$ cat config.mk
export PLATFORM = sky130hd
export DESIGN_NAME = segre_controller
export DESIGN_NICKNAME = d
export VERILOG_FILES = /design/src/rtl/segre_controller.sv
export SDC_FILE = /design/constraint.sdc
export NUM_CORES = 1
export LEC_CHECK = 0
export ABC_AREA = 1
export CAP_MARGIN = 20
export CORE_AREA = 2 2 134 162
export DETAILED_ROUTE_END_ITERATION = 16
export DIE_AREA = 0 0 136 164
export PLACE_DENSITY_LB_ADDON = 0.2
export SYNTH_ARGS = -nofsm -noshare
export SYNTH_HDL_FRONTEND = slang
export SYNTH_SLANG_ARGS = --single-unit
$ cat constraint.sdc
create_clock -name clk_i -period 2.3 [get_ports clk_i]
set_clock_uncertainty 0.2 [all_clocks]
set_input_delay 0.345 -clock clk_i [delete_from_list [all_inputs] [get_ports clk_i]]
set_output_delay 0.345 -clock clk_i [all_outputs]
set_load 0.02 [all_outputs]
$ cat src/rtl/segre_controller.sv
// Multicycle IF/ID/EX/MEM/WB sequencer for the Segre core, with cycle/instret
// counters and a sticky flag for memory handshakes that stall too long.
package segre_pkg;
  typedef enum logic [2:0] {
    IF_STATE  = 3'd0,
    ID_STATE  = 3'd1,
    EX_STATE  = 3'd2,
    MEM_STATE = 3'd3,
    WB_STATE  = 3'd4
  } fsm_state_e;
endpackage

module segre_controller
  import segre_pkg::*;
#(
  parameter int TIMEOUT_CYCLES = 256,
  parameter int CNT_WIDTH      = 64
) (
  input  logic                 clk_i,
  input  logic                 rst_i,
  input  logic                 mem_ready_i,
  input  logic                 mem_op_i,
  output fsm_state_e           fsm_state_o,
  output logic                 state_first_o,
  output logic                 mem_timeout_o,
  output logic [CNT_WIDTH-1:0] cycle_cnt_o,
  output logic [CNT_WIDTH-1:0] instret_o
);

  localparam int WAIT_W = $clog2(TIMEOUT_CYCLES + 1);
  localparam logic [WAIT_W-1:0] WAIT_MAX = WAIT_W'(TIMEOUT_CYCLES);

  fsm_state_e        state_next;
  logic              waiting;
  logic              state_change;
  logic [WAIT_W-1:0] wait_cnt;

  always_comb begin
    state_next = IF_STATE;
    case (fsm_state_o)
      IF_STATE:  state_next = mem_ready_i ? ID_STATE : IF_STATE;
      ID_STATE:  state_next = EX_STATE;
      EX_STATE:  state_next = mem_op_i ? MEM_STATE : WB_STATE;
      MEM_STATE: state_next = mem_ready_i ? WB_STATE : MEM_STATE;
      WB_STATE:  state_next = IF_STATE;
      default:   state_next = IF_STATE;
    endcase
  end

  assign state_change = (state_next != fsm_state_o);
  assign waiting = ((fsm_state_o == IF_STATE) || (fsm_state_o == MEM_STATE)) && !mem_ready_i;

  always_ff @(posedge clk_i) begin
    if (rst_i) begin
      fsm_state_o   <= IF_STATE;
      state_first_o <= 1'b1;
      mem_timeout_o <= 1'b0;
      cycle_cnt_o   <= '0;
      instret_o     <= '0;
      wait_cnt      <= '0;
    end else begin
      fsm_state_o   <= state_next;
      state_first_o <= state_change;
      cycle_cnt_o   <= cycle_cnt_o + CNT_WIDTH'(1);

      if (fsm_state_o == WB_STATE)
        instret_o <= instret_o + CNT_WIDTH'(1);

      if (state_change)
        wait_cnt <= '0;
      else if (waiting && (wait_cnt != WAIT_MAX))
        wait_cnt <= wait_cnt + WAIT_W'(1);

      // A limit-reached count still flags even if ready arrives in that same cycle.
      if (wait_cnt == WAIT_MAX)
        mem_timeout_o <= 1'b1;
    end
  end

endmodule

==> results.cfg <==
[timing]
hold_viol_final = 0
slew_viol_final = 0
setup_viol = 0
max-slew-margin-rel_pct = 66.40
fmax_mhz = 449.5
rsz0062_at_grt = no
finalCriticalPeriod_ns = 2.225
worst_slew_pin_slew_ns = 0.5002
setup_tns_ns = 0
whs_ns = 0.1932
period_share_pct = 96.73
worst_slack_ns = 0.07527

[hold_path]
holdPathStages = 3
min_path_type = in2reg
hold_path_end = fsm_state_o[2]
hold_start = rst_i

[worst_setup_path]
startpoint_type = register
worstPathArrival_ns = 1.68
path_cells = clkdlybuf4s50_1
path_class = reg2out
cp.depth = 1
critPathMaxStageDelay_ns = 0.69
critPathMaxFanout = 7
timing.rr.start = instret_o[1]
critPathCaptureType = output pin
cp.buffers_inverters = 1
cpLargestDelayFamily = buffers and inverters
timing.rr.end = instret_o[54]
critPathSlowestCell = clkdlybuf4s50_1
ff2ff_setup_slack_ns = 0.23
crit_required_ns = 1.75
worst_r2r_path_depth = 10

[die]
die_y_um = 164
rows = 58
start_util_pct = 39.18
dieArea_um2 = 22300
dieWidth_um = 136
num_io_pins = 137
core_area_um2 = 20750

[run]
drv_cap = 0

[power]
vdd_drop_max_mv = 0.5529
finalPower_mw = 5.722
power.density_nw_per_um2 = 539.0
power_leakage_nw = 3.627

[drt]
drt-total-wl_um = 27030
post_drt_via_cell_ratio = 5.053
drc = 0
drt_pass1_iterations = 5
wire_per_inst_um = 15.68
route.vias.total = 8711
first_iter_violations = 657
postRouteAntennaNets = 0

[placement]
gp_congestion = 0.9391
dp_hpwl_um = 21080
dp_slack_ns = 0.2392
portBuffers = 136

[synthesis]
synth.avg_cell_area_um2 = 6.379
yosysMostFrequentCell = nand2_1
synthTopCellsByArea = dfxtp_1 35%, nand2_1 14%, nor2_1 10%
async_reset_ff_share_pct = 0
synth_edf_count = 0
yosys_warnings = 0
yosys.area.top_type_share_pct = 34.95
postSynth.topFlopCell = dfxtp_1
syn-cell-area_um2 = 8133
ys_ff_latch = 142
yosysSeqAreaShare_pct = 34.95
synthCells = 1275
post-synth-top-area-cell = dfxtp_1
syn-num-nets = 1283
synth_commonest_cells = 295 x nand2_1, 225 x nor2_1, 172 x inv_1
ys_types = 39

[clocking]
cts_tree = built
cts.clk_slew.worst_paths_ns = 0.06
h-tree-depth = 4
root_buffer = clkbuf_16
cts_hold_buf = 0
cts_made_buffers = 17
cts_setup_buffers = 0
clock_latency_ns = 0.43
cts_resized = 0
cts_buffer_depth = 2
clock_sinks = 142

[layout]
insertedDiodeCount = 0
area_growth_pct = 30.54
fin_nets = 1450
drive_above_1_share_pct = 8.872

[global_route]
grt-busiest-layer = met2
grt_overflow = 0
use_met3_pct = 3.457
track_usage_pct = 24.57
grt_pass1_wl_um = 42260
antenna_found_initial = 0
grt_max_degree = 75
grtUsageMet2_pct = 43.47
grtUsageMet1_pct = 29.71
grt_pass1_vias = 8196

[status]
outcome = finished clean
[metal layers]
layer  up-vias  share of wire [%]  routed length, µm
li1       4416                  -                  -
met1      3988                 42              11260
met2       261                 50              13490
met3        46                5.2               1396
met4         0                3.3                880
met5         -                  0                  0
[report_power, final]
| part | switching [mW] | total, mW | internal, mW |
|---|---|---|---|
| registers | 0.0144 | 2.49 | 2.47 |
| logic | 0.113 | 0.168 | 0.0554 |
| clock network | 1.14 | 3.07 | 1.93 |
| total | 1.27 | 5.72 | 4.45 |
[layout make-up]
class                           count  area (µm²)
Clock inverter                     13       216.5
Tap cell                          270       337.8
Sequential cell                   142        2843
Multi-Input combinational cell    937        4533
Inverter                          180       678.2
Clock buffer                       18       429.2
Fill cell                        2185       10140
Timing Repair Buffer              164        1579
[stage by stage]
| stage | utilization [%] | cells | instance area [µm²] |
|---|---|---|---|
| finish | 51.15 | 1724 | 10620 |
| global route | 51.15 | 1724 | 10620 |
| CTS | 51.15 | 1724 | 10620 |
| detailed placement | 48.04 | 1693 | 9971 |
| global placement | 48.04 | 1693 | 9971 |
| floorplan | - | 1275 | 8133 |
[registers in the layout (all words and copies together) (netlist names)]
register       flops
cycle_cnt_o       64
instret_o         64
wait_cnt           9
fsm_state_o        3
mem_timeout_o      1
state_first_o      1
[how the worst max path moves through the flow]
stage	start	end	slack [ns]
5_1_grt	instret_o[48]	instret_o[48]	0.01
3_5_place_dp	instret_o[1]	instret_o[52]	0.24
4_1_cts	instret_o[48]	instret_o[48]	0.08
3_3_place_gp	instret_o[1]	instret_o[52]	0.23
6_report	instret_o[48]	instret_o[48]	0.08
2_1_floorplan	cycle_cnt_o[0]	cycle_cnt_o[36]	0.34
[cells in the final DEF (no fill, tap or decap), types with 4 or more instances in the layout]
cell / netlist / layout
nand2_1: 295 / 295
nor2_1: 225 / 225
inv_1: 172 / 171
dfxtp_1: 142 / 142
clkdlybuf4s50_1: 0 / 135
a21oi_1: 78 / 78
nand3_1: 77 / 77
o21ai_0: 53 / 53
nand4_1: 46 / 46
nor3_1: 44 / 44
buf_4: 1 / 27
xor2_1: 17 / 17
clkbuf_16: 0 / 17
nor2_4: 16 / 16
xnor2_1: 12 / 12
nor2_2: 11 / 11
nand2_2: 11 / 11
nor3_2: 10 / 10
inv_2: 7 / 7
nand3_2: 5 / 5
clkinv_4: 0 / 5
bufinv_16: 0 / 5
nand2_4: 4 / 4
nand3b_1: 4 / 4
ha_1: 4 / 4
[logic make-up after synthesis]
kind of cell / count (synthesis) / synth area share [%]
adder cells (fa/ha/maj): 4 / 0.6154
AO/OA/AOI/OAI: 140 / 8.784
XOR/XNOR: 29 / 3.123
AND/OR/NAND/NOR: 764 / 43.22
buffers and inverters: 196 / 9.308
flip-flops: 142 / 34.95
(Power assumes the default switching activity.)
